**src/rtl/multicycle_control.sv**
```systemverilog
// Multicycle MIPS control FSM: fetch/decode/execute/memory/writeback sequencing.
// Optional BNE_SUPPORT_EN adds opcode 0x05 (bne) via the BNE_EX state.
module multicycle_control (
  input  logic       clk,
  input  logic       reset,
  input  logic [5:0] Opcode,
  input  logic [5:0] Funct,
  input  logic       Zero,
  output logic [3:0] ALUOperation,
  output logic       PCEn,
  output logic [1:0] PCSrc,
  output logic       IorD,
  output logic       MemRead,
  output logic       MemWrite,
  output logic       IRWrite,
  output logic       RegWrite,
  output logic       RegDst,
  output logic       MemtoReg,
  output logic       ALUSrcA,
  output logic [1:0] ALUSrcB,
  output logic       ExtOp,
  output logic       Illegal
);

  localparam logic [3:0] ALU_AND = 4'b0000;
  localparam logic [3:0] ALU_OR  = 4'b0001;
  localparam logic [3:0] ALU_NOR = 4'b0010;
  localparam logic [3:0] ALU_ADD = 4'b0011;
  localparam logic [3:0] ALU_SUB = 4'b0100;

  localparam logic [5:0] OP_R    = 6'h00;
  localparam logic [5:0] OP_J    = 6'h02;
  localparam logic [5:0] OP_BEQ  = 6'h04;
  localparam logic [5:0] OP_BNE  = 6'h05;
  localparam logic [5:0] OP_ADDI = 6'h08;
  localparam logic [5:0] OP_ANDI = 6'h0C;
  localparam logic [5:0] OP_ORI  = 6'h0D;
  localparam logic [5:0] OP_LW   = 6'h23;
  localparam logic [5:0] OP_SW   = 6'h2B;

  localparam logic [5:0] FN_ADD = 6'h20;
  localparam logic [5:0] FN_SUB = 6'h22;
  localparam logic [5:0] FN_AND = 6'h24;
  localparam logic [5:0] FN_OR  = 6'h25;
  localparam logic [5:0] FN_NOR = 6'h27;

  localparam logic [3:0] S_FETCH    = 4'd0;
  localparam logic [3:0] S_DECODE   = 4'd1;
  localparam logic [3:0] S_MEMADR   = 4'd2;
  localparam logic [3:0] S_MEMRD    = 4'd3;
  localparam logic [3:0] S_MEMWB    = 4'd4;
  localparam logic [3:0] S_MEMWR    = 4'd5;
  localparam logic [3:0] S_RTYPE_EX = 4'd6;
  localparam logic [3:0] S_RTYPE_WB = 4'd7;
  localparam logic [3:0] S_BEQ_EX   = 4'd8;
  localparam logic [3:0] S_IMM_EX   = 4'd9;
  localparam logic [3:0] S_IMM_WB   = 4'd10;
  localparam logic [3:0] S_JUMP     = 4'd11;
`ifdef BNE_SUPPORT_EN
  localparam logic [3:0] S_BNE_EX   = 4'd12;
`endif

  logic [3:0] state_q, state_d;

  logic op_mem, op_r, op_beq, op_imm, op_j, op_bne;
  logic fn_ok, dec_legal;

  assign op_mem = (Opcode == OP_LW) || (Opcode == OP_SW);
  assign op_r   = (Opcode == OP_R);
  assign op_beq = (Opcode == OP_BEQ);
  assign op_imm = (Opcode == OP_ADDI) || (Opcode == OP_ANDI)
                || (Opcode == OP_ORI);
  assign op_j   = (Opcode == OP_J);
`ifdef BNE_SUPPORT_EN
  assign op_bne = (Opcode == OP_BNE);
`else
  assign op_bne = 1'b0;
`endif

  assign fn_ok = (Funct == FN_ADD) || (Funct == FN_SUB)
               || (Funct == FN_AND) || (Funct == FN_OR)
               || (Funct == FN_NOR);

  assign dec_legal = op_mem || (op_r && fn_ok) || op_beq
                   || op_imm || op_j || op_bne;

  always_ff @(posedge clk or negedge reset) begin
    if (!reset) state_q <= S_FETCH;
    else        state_q <= state_d;
  end

  always_comb begin
    state_d = S_FETCH;
    unique case (state_q)
      S_FETCH: state_d = S_DECODE;
      S_DECODE: begin
        unique case (1'b1)
          op_mem:          state_d = S_MEMADR;
          (op_r && fn_ok): state_d = S_RTYPE_EX;
          op_beq:          state_d = S_BEQ_EX;
          op_imm:          state_d = S_IMM_EX;
          op_j:            state_d = S_JUMP;
`ifdef BNE_SUPPORT_EN
          op_bne:          state_d = S_BNE_EX;
`endif
          default:         state_d = S_FETCH;
        endcase
      end
      S_MEMADR:
        state_d = (Opcode == OP_SW) ? S_MEMWR : S_MEMRD;
      S_MEMRD:    state_d = S_MEMWB;
      S_RTYPE_EX: state_d = S_RTYPE_WB;
      S_IMM_EX:   state_d = S_IMM_WB;
      default:    state_d = S_FETCH;
    endcase
  end

  always_comb begin
    ALUOperation = ALU_ADD;
    PCEn         = 1'b0;
    PCSrc        = 2'b00;
    IorD         = 1'b0;
    MemRead      = 1'b0;
    MemWrite     = 1'b0;
    IRWrite      = 1'b0;
    RegWrite     = 1'b0;
    RegDst       = 1'b0;
    MemtoReg     = 1'b0;
    ALUSrcA      = 1'b0;
    ALUSrcB      = 2'b00;
    ExtOp        = 1'b1;
    Illegal      = 1'b0;
    unique case (state_q)
      S_FETCH: begin
        MemRead = 1'b1;
        IRWrite = 1'b1;
        PCEn    = 1'b1;
        ALUSrcB = 2'b01;
      end
      S_DECODE: begin
        ALUSrcB = 2'b11;
        Illegal = !dec_legal;
      end
      S_MEMADR: begin
        ALUSrcA = 1'b1;
        ALUSrcB = 2'b10;
      end
      S_MEMRD: begin
        IorD    = 1'b1;
        MemRead = 1'b1;
      end
      S_MEMWB: begin
        RegWrite = 1'b1;
        MemtoReg = 1'b1;
      end
      S_MEMWR: begin
        IorD     = 1'b1;
        MemWrite = 1'b1;
      end
      S_RTYPE_EX: begin
        ALUSrcA = 1'b1;
        unique case (Funct)
          FN_SUB:  ALUOperation = ALU_SUB;
          FN_AND:  ALUOperation = ALU_AND;
          FN_OR:   ALUOperation = ALU_OR;
          FN_NOR:  ALUOperation = ALU_NOR;
          default: ALUOperation = ALU_ADD;
        endcase
      end
      S_RTYPE_WB: begin
        RegWrite = 1'b1;
        RegDst   = 1'b1;
      end
      S_BEQ_EX: begin
        ALUSrcA      = 1'b1;
        ALUOperation = ALU_SUB;
        PCSrc        = 2'b01;
        PCEn         = Zero;
      end
`ifdef BNE_SUPPORT_EN
      S_BNE_EX: begin
        ALUSrcA      = 1'b1;
        ALUOperation = ALU_SUB;
        PCSrc        = 2'b01;
        PCEn         = !Zero;
      end
`endif
      S_IMM_EX: begin
        // IR is held (IRWrite low), so Opcode is still valid here
        ALUSrcA = 1'b1;
        ALUSrcB = 2'b10;
        unique case (Opcode)
          OP_ANDI: begin
            ALUOperation = ALU_AND;
            ExtOp        = 1'b0;
          end
          OP_ORI: begin
            ALUOperation = ALU_OR;
            ExtOp        = 1'b0;
          end
          default: ALUOperation = ALU_ADD;
        endcase
      end
      S_IMM_WB: RegWrite = 1'b1;
      S_JUMP: begin
        PCSrc = 2'b10;
        PCEn  = 1'b1;
      end
      default: ;
    endcase
  end

endmodule

```
**config.mk**
```make
export PLATFORM = sky130hd
export DESIGN_NAME = multicycle_control
export DESIGN_NICKNAME = d
export VERILOG_FILES = /design/src/rtl/multicycle_control.sv
export SDC_FILE = /design/constraint.sdc
export NUM_CORES = 1
export LEC_CHECK = 0
export BUFFER_PORTS_ARGS = -buffer_cell sky130_fd_sc_hd__buf_2
export CAP_MARGIN = 30
export CORE_ASPECT_RATIO = 0.9
export CORE_MARGIN = 4
export CORE_UTILIZATION = 38
export CTS_BUF_LIST = sky130_fd_sc_hd__clkbuf_16
export CTS_CLUSTER_SIZE = 10
export DETAILED_ROUTE_END_ITERATION = 8
export PLACE_DENSITY = 0.74
export SLEW_MARGIN = 20
export SYNTH_ARGS = -nofsm -noshare
export SYNTH_HDL_FRONTEND = slang
export SYNTH_SLANG_ARGS = --single-unit
```
**constraint.sdc**
```tcl
create_clock -name clk -period 1.4 [get_ports clk]
set_input_delay 0.21 -clock clk [delete_from_list [all_inputs] [get_ports clk]]
set_output_delay 0.21 -clock clk [all_outputs]
set_load 0.005 [all_outputs]
```
==> results of run 1 <==
per-stage QoR:
stage	setup WS, ns	setup TNS [ns]
CTS	-0.185	-1.61
detailed placement	-0.219	-1.20
global placement	-0.171	-0.867
floorplan	-0.0583	-0.0583
repair_timing:
item,CTS
gates resized for setup,46
hold buffers,1
pin swaps,19
endpoints found under the hold margin,4
gates cloned,1
endpoints found under the setup margin,17
buffers inserted,12
cell families after synthesis:
kind of cell              Yosys count  share of synthesized area [%]
buffers and inverters               8                           5.76
DFF                                 4                           17.1
xor gates and xnor gates            1                           1.49
muxes                               1                           1.92
AOI/OAI and AO/OA                  23                           27.9
other                               1                          0.639
and+or+nand+nor                    47                           45.2
==> run_results.csv, run 1 <==
group,metric,value,unit
synth,async_flop_share,100,%
placement,place_inst,150,
floorplan,fp-row-count,13,
synth,ys_types,40,
placement,placed_area,928,sq um
synth,synthCells,85,
synth,synth_top_flop_cell,"dfrtp_1",
floorplan,initial_core_util,40.5,%
synth,ys_ff_latch,4,
clock_tree,cts_sinks,4,
outcome,status,"aborted with a tool error",
synth,ys_warn_count,0,
clock_tree,h-tree-depth,1,
synth,synth_common_cells,"13 x nor2_1, 6 x nand2b_1, 6 x nor3_1",
placement,dpl.hpwl,1590,um
timing,worst-endpoint-pin-kind,"top-level output",
synth,yosys.cell_count.top_type,"nor2_1",
outcome,firstError,"[ERROR DPL-0038] Utilization greater than 100%, impossible to legalize",
synth,synth_nets,100,
clock_tree,cts.path.max_buffers,2,
synth,seq_area_frac_synth,17.1,%
synth,synth_edf_count,0,
floorplan,io_pins,34,
placement,place_congestion,0.866,
floorplan,die_x,49.4,um
synth,synth.area.top_cells,"dfrtp_1 17%, nor2_1 8.3%, nand2b_1 6.4%, nor3_1 5.1%, nand3b_1 3.8%",
clock_tree,numCtsBuffers,3,
synth,synth_top_area_share,17.1,%
clock_tree,cts_root_buffer,"clkbuf_16",
outcome,lastStage,"5_1_grt",
synth,syn-cell-area,587,sq um
synth,syn_avg_cell_area,6.90,sq um
grt,grt_max_degree,8,
timing,worst_endpoint,"Illegal",
synth,synth_area_leader_cell,"dfrtp_1",
placement,port_buffers,32,
floorplan,die_h,45.3,um
==> inputs of run 2 (changes only) <==
Settings changed: CORE_AREA set to 4 4 65 67, CORE_ASPECT_RATIO 0.9 to not set, CORE_MARGIN 4 to not set, CORE_UTILIZATION 38 to not set, CTS_BUF_LIST sky130_fd_sc_hd__clkbuf_16 to not set, CTS_CLUSTER_SIZE 10 to not set, DIE_AREA set to 0 0 69 71, PLACE_DENSITY 0.74 to not set, PLACE_DENSITY_LB_ADDON set to 0.15.
Clock period 1.4 ns to 1.8 ns, I/O delays scaled along.
==> run_results.csv, run 2 <==
group,metric,value,unit
critical_path,path_class,"input port to primary output",
grt,grt_pass1_wl,3310,um
pwr,p_per_area,1160,nW/um^2
finish,fillers,434,
synth,synth_top_area_share,17.1,%
pwr,ir_drop,0.000264,V
finish,final_cell_mix,"32 x buf_2, 12 x nor2_1, 11 x buf_4, 5 x nor3_1, 5 x nand2b_1",
placement,port_buffers,32,
finish,final_common_cell,"buf_2",
finish,stdcell_count,176,
pwr,pwr-share-clk,16.3,%
finish,regArea,101,sq um
grt,grt_overflow,0,
routing,drt_drc_violations_left,0,
timing,post-route-period-util,97.7,%
pwr,seq_power_share,14.2,%
grt,antenna_found_initial,0,
critical_path,end_kind,"primary output",
finish,drive_gt1_share,45.3,%
routing,num_vias,795,
finish,multi_input_area,482,sq um
synth,seq_area_frac_synth,17.1,%
clock_tree,numCtsBuffers,3,
timing,timing.final.max_slew_violations,0,
synth,ys_ff_latch,4,
pwr,p_sw_share,42.3,%
floorplan,fp.coreArea,3630,sq um
clock_tree,tritoncts,"done",
clock_tree,cts_sinks,4,
floorplan,io_pins,34,
critical_path,reg2reg_depth,4,
grt,grt_usage,7.98,%
synth,synth_nets,100,
synth,synth_compound_area_share,27.9,%
placement,place_congestion,0.749,
finish,diodes,0,
synth,synth_common_cells,"13 x nor2_1, 6 x nand2b_1, 6 x nor3_1",
floorplan,initial_core_util,16.2,%
synth,yosys.cell_count.top_type,"nor2_1",
finish,final_area,960,sq um
pwr,power_switching,473,uW
clock_tree,clock_latency,0.21,ns
critical_path,crit_path_start_kind,"input port",
synth,synth.area.top_cells,"dfrtp_1 17%, nor2_1 8.3%, nand2b_1 6.4%, nor3_1 5.1%, nand3b_1 3.8%",
grt,grt_pass1_vias,722,
clock_tree,h-tree-depth,1,
synth,synth_top_flop_cell,"dfrtp_1",
placement,placed_area,852,sq um
finish,largest_registers,"state_q x4",
pwr,p_int,644,uW
routing,ant_nets,0,
pwr,leakage,0.418,nW
placement,place_inst,169,
clock_tree,cts.clk_slew.worst_paths,0.03,ns
critical_path,cp.required,1.53,ns
synth,synthSimpleGateAreaFrac,45.2,%
routing,via_per_inst,4.52,
grt,use_met3,2.27,%
synth,synth_edf_count,0,
synth,synth_top_family_by_area,"simple AND/OR/NAND/NOR gates",
synth,yosys.area_share.adder,0,%
grt,grt_max_degree,16,
synth,ys_warn_count,0,
outcome,status,"finished clean",
timing,clock_skew,0.00306,ns
placement,dpl.hpwl,1670,um
routing,wire_per_inst,11.8,um
finish,syn2layout_area_growth,63.5,%
timing,max_clock_freq,0.569,GHz
synth,async_flop_share,100,%
floorplan,fp-row-count,22,
routing,finalWirelength,2080,um
finish,largest_register_ffs,4,
synth,synth.area.mux_share,1.92,%
grt,busiest_layer,"met2",
grt,met2_usage,12.1,%
routing,drt_pass1_iterations,4,
clock_tree,cts_root_buffer,"clkbuf_8",
synth,syn-cell-area,587,sq um
floorplan,die_h,71,um
floorplan,die_x,69,um
synth,synth_area_leader_cell,"dfrtp_1",
synth,ys_types,40,
critical_path,cp.arrival,1.49,ns
synth,synthXorXnorAreaFrac,1.49,%
synth,syn_avg_cell_area,6.90,sq um
critical_path,worstPathMaxFanout,3,
timing,hold_ws,0.390,ns
finish,regMostFlops,"state_q",
routing,drt_iter0_drc,21,
finish,fin_nets,145,
floorplan,die_area,4900,sq um
timing,min_period,1.76,ns
min_path,hold_class,"input port to asynchronous set/reset pin",
grt,use_met1,10.9,%
pwr,p_comb_share,69.4,%
flow_run,cap_violations,0,
timing,hold_viol,0,
timing,setup-violations-final,0,
synth,synthCells,85,
clock_tree,cts.path.max_buffers,2,
run 2: cell counts after synthesis:
Identical to the previous run, type by type.
run 2: worst max-delay path, cell delays in order:
cell and delay, ns:
buf_2 0.10, or4b_1 0.58, a311oi_2 0.31, nor3b_2 0.09
buf_2 0.14
run 2: layer usage:
layer	vias to the layer above	routed length [um]
li1	408	-
met1	360	1010
met2	25	911
met3	2	135
met4	0	19
met5	-	0
run 2: path summary, 6_finish.rpt:
check	startpoint	to	slack (ns)
min in group clk	Opcode[5]	state_q[1]	0.49
max in group asynchronous	reset	state_q[2]	1.29
worst max register to register	state_q[1]	state_q[1]	0.26
worst max-delay path	Opcode[0]	Illegal	0.04
worst min-delay path	reset	state_q[0]	0.39
worst min register to register	state_q[2]	state_q[2]	0.57
run 2: power groups by stage:
| stage | sequential (mW) | clock (mW) | combinational (mW) |
|---|---|---|---|
| 6_report | 0.159 | 0.183 | 0.776 |
| 5_1_grt | 0.167 | 0.197 | 0.868 |
| 4_1_cts | 0.156 | 0.190 | 0.709 |
| 3_5_place_dp | 0.156 | 0 | 0.704 |
| 3_3_place_gp | 0.156 | 0 | 0.703 |
| 2_1_floorplan | 0.154 | 0 | 0.379 |
run 2: final cells by class:
class	instances	area share [%]
multi-input cells	73	50.2
repair buffers	45	27.5
flip-flops and latches	4	10.6
well taps	48	6.26
clock buffers	3	4.30
inverters	3	1.17
run 2: repair_timing:
action                     in CTS  in global routing
setup buffers                   0                  3
hold buffers                    1                  0
setup endpoints to repair       0                  5
hold endpoints to repair        4                  0
resized for setup               0                  8
run 2: stage by stage:
step	utilization [%]	setup WS [ns]	total power [mW]	setup TNS [ns]
floorplan	-	0.288	0.533	0
global placement	23.5	0.0294	0.860	0
detailed placement	23.5	0.0249	0.860	0
CTS	24.9	0.0192	1.05	0
global route	26.4	-0.0112	1.23	-0.0112
finish	26.4	0.0414	1.12	0
run 2: logic make-up after synthesis:
logic type             Yosys count
multiplexers                     1
AND/OR/NAND/NOR                 47
other                            1
buffers and inverters            8
AO/OA/AOI/OAI                   23
XOR/XNOR                         1
flip-flops                       4
No activity file was read; power rests on OpenSTA's default activity.
==> inputs of run 3 (changes only) <==
Settings changed: GPL_TIMING_DRIVEN set to 0.
==> run_results.csv, run 3 (synthesis gave the netlist of run 2 again) <==
group,metric,value,unit
outcome,status,"finished clean",
finish,final_cell_mix,"32 x buf_2, 13 x nor2_1, 5 x nor3_1, 5 x buf_4",
routing,ant_nets,0,
clock_tree,cts.clk_slew.worst_paths,0.03,ns
placement,port_buffers,32,
routing,via_per_inst,4.46,
timing,max_clock_freq,0.570,GHz
timing,min_period,1.75,ns
pwr,p_comb_share,67.0,%
grt,grt_usage,8.27,%
routing,drt_iter0_drc,33,
pwr,leakage,0.410,nW
placement,place_inst,165,
grt,busiest_layer,"met2",
finish,regMostFlops,"state_q",
floorplan,die_area,4900,sq um
clock_tree,cts.path.max_buffers,2,
pwr,p_per_area,1140,nW/um^2
finish,final_common_cell,"buf_2",
critical_path,worstPathMaxFanout,5,
pwr,ir_drop,0.000289,V
routing,drt_drc_violations_left,0,
clock_tree,h-tree-depth,1,
routing,finalWirelength,1990,um
clock_tree,tritoncts,"done",
critical_path,end_kind,"primary output",
grt,grt_overflow,0,
floorplan,die_x,69,um
floorplan,fp.coreArea,3630,sq um
critical_path,reg2reg_setup_slack,0.26,ns
finish,largest_registers,"state_q x4",
routing,drt_pass1_iterations,4,
routing,num_vias,771,
pwr,p_sw_share,42.6,%
floorplan,io_pins,34,
critical_path,crit_path_start_kind,"input port",
timing,setup-violations-final,0,
min_path,hold_class,"input port to asynchronous set/reset pin",
flow_run,cap_violations,0,
grt,use_met3,3.69,%
floorplan,die_h,71,um
pwr,power_switching,467,uW
timing,clock_skew,0.00122,ns
placement,dpl.hpwl,1620,um
finish,final_util,26.4,%
finish,regArea,103,sq um
critical_path,worstReg2RegEnd,"state_q[1]",
clock_tree,clock_latency,0.21,ns
pwr,pwr-share-clk,16.8,%
critical_path,reg2reg_depth,4,
critical_path,r2r_start,"state_q[1]",
pwr,total_power,1.10,mW
finish,largest_register_ffs,4,
grt,antenna_found_initial,0,
floorplan,fp-row-count,22,
finish,multi_input_area,510,sq um
finish,diodes,0,
timing,hold_viol,0,
grt,met2_usage,12.4,%
pwr,seq_power_share,16.2,%
finish,stdcell_count,173,
clock_tree,numCtsBuffers,3,
placement,place_congestion,0.751,
timing,timing.final.max_slew_violations,0,
timing,rsz0062_at_grt,"false",
timing,post-route-period-util,97.4,%
pwr,p_int,629,uW
finish,fin_nets,142,
finish,fillers,404,
finish,syn2layout_area_growth,63.5,%
floorplan,initial_core_util,16.2,%
critical_path,cp.arrival,1.48,ns
grt,grt_max_degree,11,
clock_tree,cts_root_buffer,"clkbuf_8",
critical_path,cp.required,1.53,ns
clock_tree,cts_sinks,4,
routing,wire_per_inst,11.5,um
grt,use_met1,10.6,%
finish,drive_gt1_share,47.2,%
critical_path,path_class,"input port to primary output",
grt,grt_pass1_wl,3410,um
grt,grt_pass1_vias,736,
## run 3: worst max-delay path by stage
stage / start / endpoint / slack [ns] / cells after the start
floorplan: state_q[1] / state_q[1] / 0.29 / 4
global placement: Opcode[0] / Illegal / -0.04 / 5
detailed placement: Opcode[0] / Illegal / -0.01 / 5
CTS: Funct[3] / Illegal / 0.02 / 6
global route: Opcode[0] / Illegal / 0.001 / 5
finish: Opcode[0] / Illegal / 0.05 / 5
## run 3: critical path, stage by stage
cell and delay (ns):
buf_2 0.13, or4b_4 0.54, a311oi_4 0.34, nor3b_2 0.07
buf_2 0.13
## run 3: metal layers
layer,part of all wire [%],routed length (um),vias to the layer above
li1,-,-,403
met5,0,0,-
met3,8.4,168,2
met2,44,884,23
met4,0.95,19,0
met1,46,920,343
## run 3: power by group through the flow
stage               registers, mW  logic (mW)  clock network, mW
floorplan                   0.154       0.379                  0
global placement            0.169       0.615                  0
detailed placement          0.168       0.619                  0
CTS                         0.176       0.658              0.191
global route                0.186       0.837              0.201
finish                      0.177       0.734              0.184
## run 3: timing repair
action	CTS	global route
gates resized for setup	6	14
hold buffers	1	0
pin swaps	0	4
hold endpoints to repair	4	0
endpoints found under the setup margin	4	9
buffers inserted	0	4
## run 3: cell type report
| class | instances | share of cell area [%] |
|---|---|---|
| multi-input cells | 73 | 53.2 |
| plain buffers | 5 | 2.87 |
| well taps | 48 | 6.26 |
| clock buffers | 3 | 4.30 |
| inverters | 3 | 1.17 |
| flip-flops and latches | 4 | 10.7 |
| repair buffers | 37 | 21.5 |
## run 3: through the flow
step / worst slack [ns] / hold slack, ns / area, sq um / TNS (ns)
after floorplan: 0.288 / -0.0256 / 587 / 0
after global placement: -0.0406 / 0.0779 / 807 / -0.0406
after detailed placement: -0.0105 / 0.0796 / 807 / -0.0105
after CTS: 0.0181 / 0.398 / 881 / 0
after global routing: 0.00109 / 0.424 / 960 / 0
final: 0.0464 / 0.395 / 960 / 0
==> inputs of run 4 (changes only) <==
Settings changed: CELL_PAD_IN_SITES_DETAIL_PLACEMENT set to 1, CELL_PAD_IN_SITES_GLOBAL_PLACEMENT set to 2.
==> run_results.csv, run 4 (synthesis gave the netlist of run 2 again) <==
group,metric,value,unit
flow_run,cap_violations,0,
finish,regArea,103,sq um
pwr,power_switching,484,uW
critical_path,cp.required,1.53,ns
floorplan,initial_core_util,16.2,%
clock_tree,tritoncts,"done",
timing,hold_viol,0,
routing,wire_per_inst,13.3,um
routing,finalWirelength,2310,um
timing,clock_skew,0.00159,ns
timing,max_slew_margin,66.5,%
pwr,p_int,610,uW
critical_path,worstReg2RegEnd,"state_q[1]",
grt,grt_pass1_wl,3590,um
finish,fin_nets,142,
routing,num_vias,790,
floorplan,fp.coreArea,3630,sq um
pwr,ir_drop,0.000358,V
grt,grt_max_degree,11,
critical_path,worstPathMaxFanout,6,
finish,final_util,26.4,%
clock_tree,cts.path.max_buffers,2,
finish,fillers,470,
timing,setup_ws,0.0395,ns
placement,dp_worst_setup_slack,-0.0159,ns
critical_path,crit_path_start_kind,"register",
routing,ant_nets,0,
finish,syn2layout_area_growth,63.3,%
pwr,p_sw_share,44.2,%
timing,setup-violations-final,0,
grt,grt_pass1_vias,763,
pwr,leakage,0.404,nW
pwr,pwr-share-clk,16.8,%
timing,setup_tns,0,ns
clock_tree,numCtsBuffers,3,
timing,rsz0062_at_grt,"true",
critical_path,r2r_start,"state_q[1]",
placement,port_buffers,32,
clock_tree,cts_root_buffer,"clkbuf_8",
floorplan,io_pins,34,
routing,drt_drc_violations_left,0,
floorplan,die_x,69,um
timing,min_period,1.76,ns
timing,tightest_slew,0.502,ns
routing,via_per_inst,4.57,
finish,largest_registers,"state_q x4",
floorplan,die_area,4900,sq um
outcome,status,"finished clean",
critical_path,reg2reg_depth,4,
finish,drive_gt1_share,47.2,%
min_path,hold_class,"input port to asynchronous set/reset pin",
timing,max_clock_freq,0.568,GHz
clock_tree,cts_sinks,4,
finish,final_cell_mix,"32 x buf_2, 13 x nor2_1, 5 x nor3_1, 5 x buf_4",
finish,regMostFlops,"state_q",
pwr,p_comb_share,66.8,%
finish,largest_register_ffs,4,
grt,antenna_found_initial,0,
critical_path,reg2reg_setup_slack,0.20,ns
floorplan,fp-row-count,22,
finish,final_common_cell,"buf_2",
grt,grt_usage,8.54,%
placement,place_congestion,0.778,
timing,timing.final.max_slew_violations,0,
placement,dpl.hpwl,1790,um
critical_path,cp.arrival,1.49,ns
grt,grt_overflow,0,
critical_path,end_kind,"primary output",
critical_path,path_class,"register to primary output",
clock_tree,cts.clk_slew.worst_paths,0.03,ns
pwr,seq_power_share,16.4,%
pwr,p_per_area,1140,nW/um^2
clock_tree,h-tree-depth,1,
timing,post-route-period-util,97.8,%
clock_tree,clock_latency,0.21,ns
finish,multi_input_area,510,sq um
finish,diodes,0,
routing,drt_pass1_iterations,4,
routing,drt_iter0_drc,13,
floorplan,die_h,71,um
-- run 4: cell counts in the layout (fill, tap and decap cells not counted) --
Identical to the previous run, type by type.
-- run 4: power groups by stage --
stage	clock network [mW]	logic, mW	registers, mW
2_1_floorplan	0	0.379	0.154
3_3_place_gp	0	0.635	0.170
3_5_place_dp	0	0.639	0.169
4_1_cts	0.188	0.663	0.176
5_1_grt	0.194	0.805	0.188
6_report	0.184	0.731	0.180
-- run 4: repair_timing --
action	in CTS	in global routing
pin swaps	0	4
setup buffers	0	4
hold buffers	1	0
endpoints found under the setup margin	5	8
hold endpoints to repair	4	0
resized for setup	5	14
cloned	0	0
-- run 4: stage by stage --
| stage | std cells | hold WS, ns | total power, mW | area (sq um) |
|---|---|---|---|---|
| floorplan | 85 | -0.0256 | 0.533 | 587 |
| global placement | 165 | 0.0741 | 0.805 | 807 |
| detailed placement | 165 | 0.0783 | 0.808 | 807 |
| CTS | 169 | 0.388 | 1.03 | 876 |
| global route | 173 | 0.431 | 1.19 | 958 |
| finish | 173 | 0.412 | 1.09 | 958 |
-- run 4: final cells by class --
cell class / instances / area share (%)
Buffer: 5 / 2.74
Timing Repair Buffer: 37 / 21.5
Sequential cell: 4 / 10.7
Tap cell: 48 / 6.27
Clock buffer: 3 / 4.31
Multi-Input combinational cell: 73 / 53.3
Inverter: 3 / 1.17
-- run 4: critical path, cell delays in order, from the launching register on --
cell and delay [ns]:
dfrtp_2 0.44, nand2b_4 0.18, or3_4 0.35, nor3b_2 0.17
buf_2 0.13
-- run 4: layer usage --
layer,global-route usage [%],up-vias,part of all wire (%)
li1,-,400,-
met1,11.7,367,48
met2,13.5,23,47
met3,1.70,0,5.2
met4,2.60,0,0
met5,0,-,0
-- run 4: worst max path at each step --
stage,startpoint,to,slack (ns),cells after the start
after global placement,Opcode[0],Illegal,-0.03,5
after CTS,state_q[1],Illegal,0.01,4
after floorplan,state_q[1],state_q[1],0.29,4
final,state_q[1],Illegal,0.04,4
after detailed placement,Opcode[0],Illegal,-0.02,5
after global routing,Funct[3],Illegal,-0.008,6
